<file path="config.mk">
export PLATFORM = sky130hd
export DESIGN_NAME = present_decipher
export DESIGN_NICKNAME = d
export VERILOG_FILES = /design/src/rtl/present_decipher.sv
export SDC_FILE = /design/constraint.sdc
export NUM_CORES = 1
export LEC_CHECK = 0
export ABC_CLOCK_PERIOD_IN_PS = 4200
export CORE_ASPECT_RATIO = 1.75
export CORE_UTILIZATION = 42
export DETAILED_ROUTE_END_ITERATION = 6
export RECOVER_POWER = 50
export SYNTH_ARGS = -nofsm -noshare
export SYNTH_HDL_FRONTEND = slang
export SYNTH_SLANG_ARGS = --single-unit
</file>
<file path="constraint.sdc">
create_clock -name clk -period 4.2 [get_ports clk]
set_input_delay 0.42 -clock clk [delete_from_list [all_inputs] [get_ports clk]]
set_output_delay 0.42 -clock clk [all_outputs]
set_load 0.005 [all_outputs]
</file>
<file path="src/rtl/present_decipher.sv">
// Iterative 16-bit PRESENT-style decipher: one whitening step, then seven inverse rounds,
// one per clock, with valid/ready handshakes on both the ciphertext and plaintext sides.

module key_scheduler #(
    parameter int KEY_W  = 20,
    parameter int ROUNDS = 7
) (
    input  logic [KEY_W-1:0]             key,
    output logic [ROUNDS:0][KEY_W-1:0]   round_keys
);

    function automatic logic [3:0] sbox(input logic [3:0] x);
        logic [3:0] y;
        case (x)
            4'h0: y = 4'hC;  4'h1: y = 4'h5;  4'h2: y = 4'h6;  4'h3: y = 4'hB;
            4'h4: y = 4'h9;  4'h5: y = 4'h0;  4'h6: y = 4'hA;  4'h7: y = 4'hD;
            4'h8: y = 4'h3;  4'h9: y = 4'hE;  4'hA: y = 4'hF;  4'hB: y = 4'h8;
            4'hC: y = 4'h4;  4'hD: y = 4'h7;  4'hE: y = 4'h1;  default: y = 4'h2;
        endcase
        return y;
    endfunction

    logic [KEY_W-1:0] key_walk;

    // Each key is the previous one rotated right by 5, its top nibble passed through the
    // S-box, and the round index folded into bits [7:4].
    // NOTE: every always_comb output gets a default before any conditional or loop so
    // no path can leave it unassigned and infer a latch.
    always_comb begin
        key_walk      = key;
        round_keys    = '0;
        round_keys[0] = key;
        for (int i = 1; i <= ROUNDS; i++) begin
            key_walk        = {key_walk[4:0], key_walk[KEY_W-1:5]};
            key_walk[19:16] = sbox(key_walk[19:16]);
            key_walk[7:4]   = key_walk[7:4] ^ 4'(i);
            round_keys[i]   = key_walk;
        end
    end

endmodule

module present_decipher #(
    parameter int BLOCK_W = 16,
    parameter int KEY_W   = 20,
    parameter int ROUNDS  = 7
) (
    input  logic               clk,
    input  logic               rst,
    input  logic               in_valid,
    output logic               in_ready,
    input  logic [BLOCK_W-1:0] ctext,
    input  logic [KEY_W-1:0]   master_key,
    output logic               out_valid,
    input  logic               out_ready,
    output logic [BLOCK_W-1:0] ptext,
    output logic               busy
);

    localparam logic [1:0] IDLE   = 2'd0;
    localparam logic [1:0] WHITEN = 2'd1;
    localparam logic [1:0] ROUND  = 2'd2;
    localparam logic [1:0] DONE   = 2'd3;

    logic [1:0]                fsm;
    logic [BLOCK_W-1:0]        state_q;
    logic [KEY_W-1:0]          key_q;
    logic [2:0]                rnd;
    logic [ROUNDS:0][KEY_W-1:0] round_keys;
    logic [BLOCK_W-1:0]        round_out;

    key_scheduler #(.KEY_W(KEY_W), .ROUNDS(ROUNDS)) u_keys (
        .key        (key_q),
        .round_keys (round_keys)
    );

    // The bit permutation is its own inverse, so this serves both directions.
    function automatic logic [15:0] inv_p(input logic [15:0] x);
        logic [15:0] y;
        y = '0;
        for (int i = 0; i < 15; i++) y[(4 * i) % 15] = x[i];
        y[15] = x[15];
        return y;
    endfunction

    function automatic logic [3:0] inv_sbox(input logic [3:0] x);
        logic [3:0] y;
        case (x)
            4'h0: y = 4'h5;  4'h1: y = 4'hE;  4'h2: y = 4'hF;  4'h3: y = 4'h8;
            4'h4: y = 4'hC;  4'h5: y = 4'h1;  4'h6: y = 4'h2;  4'h7: y = 4'hD;
            4'h8: y = 4'hB;  4'h9: y = 4'h4;  4'hA: y = 4'h6;  4'hB: y = 4'h3;
            4'hC: y = 4'h0;  4'hD: y = 4'h7;  4'hE: y = 4'h9;  default: y = 4'hA;
        endcase
        return y;
    endfunction

    function automatic logic [15:0] inv_s(input logic [15:0] x);
        return {inv_sbox(x[15:12]), inv_sbox(x[11:8]), inv_sbox(x[7:4]), inv_sbox(x[3:0])};
    endfunction

    always_comb begin
        round_out = inv_s(inv_p(state_q)) ^ round_keys[rnd][KEY_W-1:4];
    end

    // NOTE: sequential state uses non-blocking assignments so every register samples
    // the pre-edge values of the others, matching the hardware it describes.
    // NOTE: the reset branch clears every register, key included, so a mid-operation
    // reset leaves nothing of the aborted block behind.
    always_ff @(posedge clk or posedge rst) begin
        if (rst) begin
            fsm     <= IDLE;
            state_q <= '0;
            key_q   <= '0;
            rnd     <= '0;
        end else begin
            case (fsm)
                IDLE: begin
                    if (in_valid) begin
                        key_q   <= master_key;
                        state_q <= ctext;
                        fsm     <= WHITEN;
                    end
                end
                WHITEN: begin
                    state_q <= state_q ^ round_keys[ROUNDS][KEY_W-1:4];
                    rnd     <= 3'(ROUNDS - 1);
                    fsm     <= ROUND;
                end
                ROUND: begin
                    state_q <= round_out;
                    if (rnd == 3'd0) fsm <= DONE;
                    else             rnd <= rnd - 3'd1;
                end
                DONE: begin
                    if (out_ready) fsm <= IDLE;
                end
                default: fsm <= IDLE;
            endcase
        end
    end

    // in_ready also looks at rst directly so it stays low for the whole reset pulse.
    assign in_ready  = (fsm == IDLE) && !rst;
    assign out_valid = (fsm == DONE);
    assign ptext     = out_valid ? state_q : '0;
    assign busy      = (fsm == WHITEN) || (fsm == ROUND);

endmodule

</file>
### After elaboration in Yosys (flattened, before gate mapping)

Memories as Yosys holds them, arrays and structs flattened.
Index checks and enable logic that the tools add are counted.

* add/subtract/negate cells: 1
* order comparisons: 1
* eq/ne operators: 7
* multiplexer cells: 11
* reductions and logical operators: 11
* bitwise logic cells: 9

Operators with widths (count)
* 20-bit binary-select mux with 3-bit select: 1
* 16-bit one-hot mux with 3 select lines: 1
* 16-bit 2-to-1 mux: 2
* 16-bit bitwise XOR: 2
* 20-bit 2-to-1 mux: 1
* 2-bit one-hot mux with 4 select lines: 1
* 2-bit 2-to-1 mux: 3
* 2-bit != test (second input constant): 3
* 2-bit NOT: 3
* 3-bit one-hot mux with 2 select lines: 1
* 2-bit AND reduction: 3
* 2-bit == test (second input constant): 2
* 3-bit by 4-bit less-than comparator with 1-bit output (second input constant): 1
* 3-bit logical NOT: 1
* 3-bit 2-to-1 mux: 1
* 1-bit NOT: 3
* 3-bit NOT: 1
* 3-bit AND reduction: 1
* 3-bit nonzero test: 1
* 3-bit by 1-bit subtractor with 3-bit output (second input constant): 1
* 2-bit by 1-bit == test with 1-bit output (second input constant): 1
* 2-bit logical NOT: 1
* 2-bit by 1-bit != test with 1-bit output (second input constant): 1
* 2-bit nonzero test: 1
* other kinds (3): 3

* logic and storage cells: 55
* output and inout port bits: 19
* memory bits (read-only): 704
* memories kept: 11
* bits in registers: 41
* input port bits: 40

Memory list
* (no name shown): words 16, bits a word 4, rd ports 1, clocked after Yosys merged registers in 0, write ports 0, RTL line 88 `case (x)`
* (no name shown): words 16, bits a word 4, rd ports 1, clocked after Yosys merged registers in 0, write ports 0, RTL line 88
* (no name shown): words 16, bits a word 4, rd ports 1, clocked after Yosys merged registers in 0, write ports 0, RTL line 88
* (no name shown): words 16, bits a word 4, rd ports 1, clocked after Yosys merged registers in 0, write ports 0, RTL line 88
* (no name shown): words 16, bits a word 4, rd ports 1, clocked after Yosys merged registers in 0, write ports 0, RTL line 14 `case (x)`
* (no name shown): words 16, bits a word 4, rd ports 1, clocked after Yosys merged registers in 0, write ports 0, RTL line 14
* +5 memories

### Logic depth before layout (Yosys ltp)

Gate-level depths: netlist of run 1.
An unclocked memory read counts as a cell.

* depth after elaboration: 8
* gate-level depth with buffers: 14
* gate-level depth less buffers: 14

### Hierarchy

Synthesis of run 1 repeated with hierarchy kept, for this count alone.

* cells, all modules: 665
* area, all modules: 6548.8 µm²

Modules (own cells, without submodules)
* present_decipher: area an instance 4215.3 µm², cells an instance 365, instances 1
* key_scheduler: area an instance 2333.5 µm², cells an instance 300, instances 1

### Least setup slack after synthesis of run 1

OpenSTA, ideal clock, no wires.

* kind: flip-flop to flip-flop
* start point: reg key_q[1]
* end point: reg state_q[4]
* stages on the path, launching flop included: 14
* arrival: 2.981 ns
* clock period less this slack: 3.119 ns
* path buffers: 0
* required time: 4.063 ns
* path slack: 1.081 ns
* path through: dfrtp_1 inv_1 ha_1 nand2b_1 o311a_1 or2_1 ha_1 inv_1 mux2_4 or4_1 a41oi_2 xnor2_1 a221oi_1 a211oi_1

* cells in the longest elaborated chain, start to end: 6
* elaborated cells between the ends (all ways): 7

Ends and longest elaborated chain
* from (decl): RTL line 67 `logic [KEY_W-1:0] key_q;`
* from (signal assigned): RTL line 119 `key_q <= master_key;`
* memory 16 x 4 bit *
* memory 16 x 4 bit
* 20-bit binary-select mux with 3-bit select: RTL line 102 `round_out = inv_s(inv_p(state_q)) ^ round_keys[rnd][KEY_W-1:4];`
* 20-bit 2-to-1 mux (implied by the code): RTL line 102
* 16-bit bitwise XOR: RTL line 102
* 16-bit one-hot mux with 3 select lines *: RTL line 116 `case (fsm)`
* to (signal assigned): RTL line 120 `state_q <= ctext;`
* to (signal assigned): RTL line 125 `state_q <= state_q ^ round_keys[ROUNDS][KEY_W-1:4];`
* to (signal assigned): RTL line 130 `state_q <= round_out;`
* to (decl): RTL line 66 `logic [BLOCK_W-1:0] state_q;`

Every way passes the cells marked *; elsewhere a longest branch is shown, timed or not. The select of a mux whose other input is x is not followed.
A chain may end at the register's enable or synchronous reset.

### Worst setup path after layout of run 1

* start point: reg key_q[1]
* end point: reg state_q[12]

* cells in the longest elaborated chain, start to end: 6

Ends and longest elaborated chain (RTL line)
* memory 16 x 4 bit *
* memory 16 x 4 bit
* 20-bit binary-select mux with 3-bit select *: 102
* 20-bit 2-to-1 mux (implied by the code) *: 102
* 16-bit bitwise XOR *: 102
* 16-bit one-hot mux with 3 select lines *: 116

Marks and branches as above.

==> impl_results.md, run 1 <==
* Status: finished, violations left
* Failing checks: capacitance limit, slew limit
* Port bufs at 58
* # rows at 55
* CTS Buf Count at 5
* Crit path max fanout at 7
* DIE WIDTH at 89.1 um
* H-tree levels at 2
* Slew Viols, Final at 42
* Top_reg_cell synth: dfrtp_1
* CTS tree: built
* Io pins at 59
* Finished Layout Cells at 842
* Remaining DRCs at 0
* Largest stage delay on the critical path at approximately 0.52 ns
* Critical path capture point type: flop
* Final Hold Viols at 0
* CP Cell Sequence: inv_1 > ha_1 > nand2b_1 > a21oi_1 > or2_1 > inv_1 > ha_1 > nor2_1 > a21o_1 > a2bb2oi_1 > o211ai_1 > a311oi_1 > xor2_1 > o21ai_1
* Part of the cycle the worst path needs at a little over four fifths
* Inst Count DP at 834
* Syn_nets at 746
* Post-layout min period at 3.54 ns
* Grt total ovfl at 0
* Setup TNS at 0 ns
* Post-synth EDFFs at 0
* R2R Setup Slk at roughly 0.66 ns
* Initial antenna violation count at 0
* DRT Pass-1 Iters at 5
* Ys Warns at 0
* CP max stage cell: a2bb2oi_1
* Pin count of the biggest net entering global routing at 47
* Initial Util at 43.1%
* Hold path cells at 1
* Layout cells sized above 1 at 11.2%
* Nets at 771
* Slew headroom at -65.7%
* CP delay by family, top: compound AO/OA/AOI/OAI gates
* Vias in the first global route at 4801
* Seq/Total Area, Yosys at 18.4%
* Routed vias/inst at 5.98
* Hold_buf cts at 0
* Post-synth cell types at 63
* Syn_area_per_cell at 8.65 um^2
* CTS resizes at 0
* Die area at 13800 um^2
* Max cap viols at 1
* CP Launch Type: flop
* WL/cell at 19.4 um
* Clock buffer depth at 2
* Core ar. at about 13000 um^2
* Clock transition at path regs at 0.07 ns
* CP Data Required Time at 4.38 ns
* Dominant cell type by area after synthesis: dfrtp_1
* Worst-Margin Slew at 2.49 ns
* Critical setup path kind: flop to flop
* Routed WL at 16.3 mm
* Worst-Skew Late Latency at roughly 0.3 ns
* DP HPWL at 12.6 mm
* Post-synth top area share at 18.4%
* RSZ-0062 raised after global routing: false
* Clk root buf: clkbuf_16
* Gp weighted congestion at 0.943
* Clock sink total at roughly 40
* Antenna-violating nets left at 0
* Top cells by area, synth: dfrtp_1, ha_1, mux4_2
* Worst EP arrival at 3.72 ns
* Area Overhead vs Synth at 14.1%
* Commonest non-fill, non-tap cell in the layout: ha_1
* Hold_sp: key_q[15]$_DFFE_PP0P_
* Diodes inserted at 0
* Mapped Area at around 5600 um^2
* Worst Hold Path EP: key_q[15]$_DFFE_PP0P_
* 1st-iter DRT viols at about 240
* Post-Route Skew at 0.00754 ns
* All-Layer GR Usage at 24.6%
* Layout fillers at 1293
* Fmax achieved at 0.283 GHz
* Most frequent cells in the layout: ha_1, clkdlybuf4s50_1, o21ai_0
* Post-synthesis register bit count at a little over 40
* Vias at just over 5k
* First-pass GRT wire length at 25.8 mm
* RR Endpoint: state_q[12]$_DFFE_PP0P_
* Post-CTS Setup Bufs at 0
* Post-synthesis cell count at 645
* Async SR Flop Fraction at 100%
* WP buf/inv at 2
* R2r startpoint: key_q[1]$_DFFE_PP0P_
* Vert. Die Dim at 154 um
* Reg2Reg Depth at 14
* Endpoints failing setup at 0
* Hold/Removal Path Class: flop to flop
-- through the flow --
step                utilization [%]  setup slack, ns  hold WS (ns)  instance area (um^2)
global route                   49.2            0.419         0.619                  6370
CTS                            49.2            0.689         0.589                  6370
finish                         49.2            0.662         0.584                  6370
global placement               48.1            0.840         0.565                  6230
floorplan                         -             1.08         0.521                  5580
detailed placement             48.1            0.715         0.573                  6230
-- area by class of cell --
type	instances	area, um^2	share of cell area [%]
timing repair buffer	66	637	10.0
tap	171	214	3.36
clock buffer	5	125	1.97
inverter	47	176	2.77
sequential	41	1030	16.1
clock inverter	3	17.5	0.275
multi-input combinational	509	4170	65.5
-- state kept, by name (all words and copies together) (netlist names) --
signal	flops
state_q	16
key_q	20
fsm	2
rnd	3
-- worst max path at each step --
stage                    startpoint                      end  slack (ns)  depth (start not counted)
2_1_floorplan  key_q[1]$_DFFE_PP0P_   state_q[4]$_DFFE_PP0P_        1.08                         13
3_3_place_gp   key_q[1]$_DFFE_PP0P_  state_q[12]$_DFFE_PP0P_        0.84                         14
3_5_place_dp   key_q[1]$_DFFE_PP0P_  state_q[12]$_DFFE_PP0P_        0.72                         14
4_1_cts        key_q[1]$_DFFE_PP0P_  state_q[12]$_DFFE_PP0P_        0.69                         14
5_1_grt        key_q[1]$_DFFE_PP0P_   state_q[7]$_DFFE_PP0P_        0.42                         14
6_report       key_q[1]$_DFFE_PP0P_  state_q[12]$_DFFE_PP0P_        0.66                         14
-- logic make-up (layout without fill, tap and decap cells) --
group	count (synthesis)	count (layout)	synth area share (%)
compound gates	184	184	21.8
xor+xnor	37	37	5.81
fa+ha+maj	61	61	13.7
buf+inv	95	121	6.84
flops	41	41	18.4
mux	75	75	20.3
simple gates	152	152	13.2
-- per-layer routing --
layer	global-route usage, %	wire length [um]	vias up
li1	-	-	2397
met4	14.1	952	0
met3	2.72	703	36
met5	0	0	-
met1	27.5	6160	2432
met2	43.7	8480	173
-- synth_stat cells (3+ instances only) --
cell type   n
nand3_1    10
xnor2_1    21
nand2_1    39
o311a_1     3
and2_1     18
buf_2       5
mux4_2     26
a21o_1      4
o32ai_1     7
nand2b_1    6
a2bb2oi_1   3
o221ai_1    3
nor2b_1     8
or3_1       6
a21oi_1    40
mux2i_1    21
a311oi_1    6
nor2_1     36
a31oi_1     5
dfrtp_1    41
xor2_1     16
mux2_2     26
a22oi_1     5
o31ai_1     5
o21ai_0    48
o211ai_1   15
ha_1       61
o22ai_1     4
inv_1      45
clkbuf_1   38
a211oi_1   13
nor3_1     15
Power of run 1 is left out: the tool's default activity adds up to more than one toggle a clock period on the data nets, which glitch-free logic cannot reach.
==> run 2: changes to the inputs <==
--- a/config.mk
+++ b/config.mk
@@ -5,7 +5,7 @@
 export SDC_FILE = /design/constraint.sdc
 export NUM_CORES = 1
 export LEC_CHECK = 0
-export ABC_CLOCK_PERIOD_IN_PS = 4200
+export ABC_CLOCK_PERIOD_IN_PS = 3630
 export CORE_ASPECT_RATIO = 1.75
 export CORE_UTILIZATION = 42
 export DETAILED_ROUTE_END_ITERATION = 6
==> constraint.sdc (replaced) <==
create_clock -name clk -period 3.63 [get_ports clk]
set_input_delay 0.363 -clock clk [delete_from_list [all_inputs] [get_ports clk]]
set_output_delay 0.363 -clock clk [all_outputs]
set_load 0.005 [all_outputs]
==> impl_results.md, run 2 (synthesis gave the netlist of run 1 again) <==
* Antenna-violating nets left at 0 (unchanged)
* Layout cells sized above 1 at 12.2% (+1.0 points)
* Io pins at 59 (unchanged)
* Worst EP arrival at 3.54 ns (-0.18 ns)
* Nets at 780 (+1.2%)
* Worst-Skew Late Latency at 0.29 ns (about the same)
* All-Layer GR Usage at 24.6% (about the same)
* First-pass GRT wire length at 25.9 mm (+0.21%)
* Clk root buf: clkbuf_16
* RSZ-0062 raised after global routing: false
* Gp weighted congestion at 0.923 (-2.1%)
* Die area at 13800 um^2 (unchanged)
* R2R Setup Slk at 0.25 ns (-0.41 ns)
* Largest reg by FF count: key_q
* Routed vias/inst at 5.96 (-0.47%)
* Largest register FFs at 20 (unchanged)
* DRT Pass-1 Iters at 5 (unchanged)
* Remaining DRCs at 0 (unchanged)
* Clock sink total at 41 (unchanged)
* CP Launch Type: flop
* Port bufs at 58 (unchanged)
* Core ar. at 12900 um^2 (unchanged)
* Vias at 5062 (+0.48%)
* CTS tree: built
* 1st-iter DRT viols at 219 (-10%)
* Part of the cycle the worst path needs at 93.0% (+8.7 points)
* WL/cell at 19.1 um (-1.5%)
* Hold_buf cts at 0 (unchanged)
* Crit path max fanout at 7 (unchanged)
* # rows at 55 (unchanged)
* Critical setup path kind: flop to flop
* Initial antenna violation count at 0 (unchanged)
* Clock buffer depth at 2 (unchanged)
* Max cap viols at 0 (-1)
* Crit path launch: key_q[1]$_DFFE_PP0P_
* Worst Setup EP: state_q[4]$_DFFE_PP0P_
* RR Endpoint: state_q[4]$_DFFE_PP0P_
* Slew headroom at 9.16% (+75 points)
* Worst-Margin Slew at 1.36 ns (-1.12 ns)
* Top Registers: key_q: 20 flops, state_q: 16 flops, rnd: 3 flops
* Clock transition at path regs at 0.07 ns (about the same)
* Post-layout min period at 3.38 ns (-0.163 ns)
* R2r startpoint: key_q[1]$_DFFE_PP0P_
* Endpoints failing setup at 0 (unchanged)
* Final hold slack at 0.566 ns (-0.0181 ns)
* Commonest non-fill, non-tap cell in the layout: ha_1
* Initial Util at 43.1% (unchanged)
* Final Hold Viols at 0 (unchanged)
* Hold/Removal Path Class: input port to async pin
* Most frequent cells in the layout: ha_1, clkdlybuf4s50_1, o21ai_0
* Diodes inserted at 0 (unchanged)
* Area Overhead vs Synth at 15.5%
* Status: completed
* Fmax achieved at 0.296 GHz (+4.8%)
* DP HPWL at 12.8 mm (+1.9%)
* DIE WIDTH at 89.1 um (unchanged)
* CP Data Required Time at 3.80 ns (-0.58 ns)
* Routed WL at 16.2 mm (-0.60%)
* Reg2Reg Depth at 13 (-1)
* Post-Route Skew at 0.00895 ns (+0.00142 ns)
* Setup TNS at 0 ns (unchanged)
* H-tree levels at 2 (unchanged)
* Grt total ovfl at 0 (unchanged)
* CTS Buf Count at 5 (unchanged)
* Pin count of the biggest net entering global routing at 35 (-26%)
* Slew Viols, Final at 0 (-100%)
* Critical path capture point type: flop
* Post-CTS Setup Bufs at 0 (unchanged)
* Vert. Die Dim at 154 um (unchanged)
* Vias in the first global route at 4900 (+2.1%)
run 2: cell count changes in the layout (fill, tap and decap cells not counted):
| cell | before | now |
|---|---|---|
| buf_4 | 7 | 15 |
| clkinv_2 | 2 | 0 |
| a2bb2oi_1 | 3 | 2 |
| clkbuf_1 | 1 | 2 |
| clkbuf_8 | 0 | 1 |
| a2bb2oi_2 | 0 | 1 |
run 2: layer usage:
metal | GRT usage, % | share of wire (%) | vias up
met5 | 0 | 0 | -
li1 | - | - | 2415
met1 | 27.3 | 38 | 2462
met4 | 14.6 | 6.5 | 0
met3 | 2.56 | 2.9 | 44
met2 | 43.7 | 52 | 141
run 2: how the worst min path moves through the flow:
stage / from / endpoint / slack (ns)
floorplan: master_key[0] / key_q[0]$_DFFE_PP0P_ / 0.51
global placement: key_q[15]$_DFFE_PP0P_ / key_q[15]$_DFFE_PP0P_ / 0.56
detailed placement: key_q[15]$_DFFE_PP0P_ / key_q[15]$_DFFE_PP0P_ / 0.56
CTS: rst / fsm[1]$_DFFE_PP0P_ / 0.46
global route: key_q[15]$_DFFE_PP0P_ / key_q[15]$_DFFE_PP0P_ / 0.60
finish: rst / fsm[1]$_DFFE_PP0P_ / 0.57
run 2: cell type report:
| cell class | instances | area (um^2) |
|---|---|---|
| timing repair buffer | 75 | 701 |
| clock buffer | 6 | 139 |
| multi-input combinational | 509 | 4180 |
| sequential | 41 | 1030 |
| inverter | 47 | 176 |
| tap | 171 | 214 |
| fill | 1288 | 6500 |
| clock inverter | 1 | 7.51 |
run 2: metrics by stage:
stage / instances / util, % / setup slack (ns) / cell area [um^2]
6_report: 850 / 49.8 / 0.255 / 6440
5_1_grt: 850 / 49.8 / 0.0398 / 6440
4_1_cts: 850 / 49.8 / 0.191 / 6440
3_5_place_dp: 843 / 48.7 / 0.250 / 6290
3_3_place_gp: 843 / 48.7 / 0.347 / 6290
2_1_floorplan: 645 / - / 0.511 / 5580
run 2: what timing repair did:
| action | 4_1_cts | 5_1_grt |
|---|---|---|
| resized for setup | 0 | 1 |
| hold endpoints to repair | 0 | 0 |
| setup endpoints to repair | 0 | 3 |
run 2: critical path, stage by stage, from the launching register on:
cell and delay, ns:
dfrtp_1 0.44, inv_1 0.09, ha_1 0.33, nand2b_1 0.17, o311a_1 0.15, or2_1 0.31
ha_1 0.33, inv_1 0.06, mux2_4 0.28, or4_1 0.41, a41oi_2 0.20, xnor2_1 0.08
a221oi_1 0.31, a211oi_1 0.08
Power of run 2 is left out for the same reason.
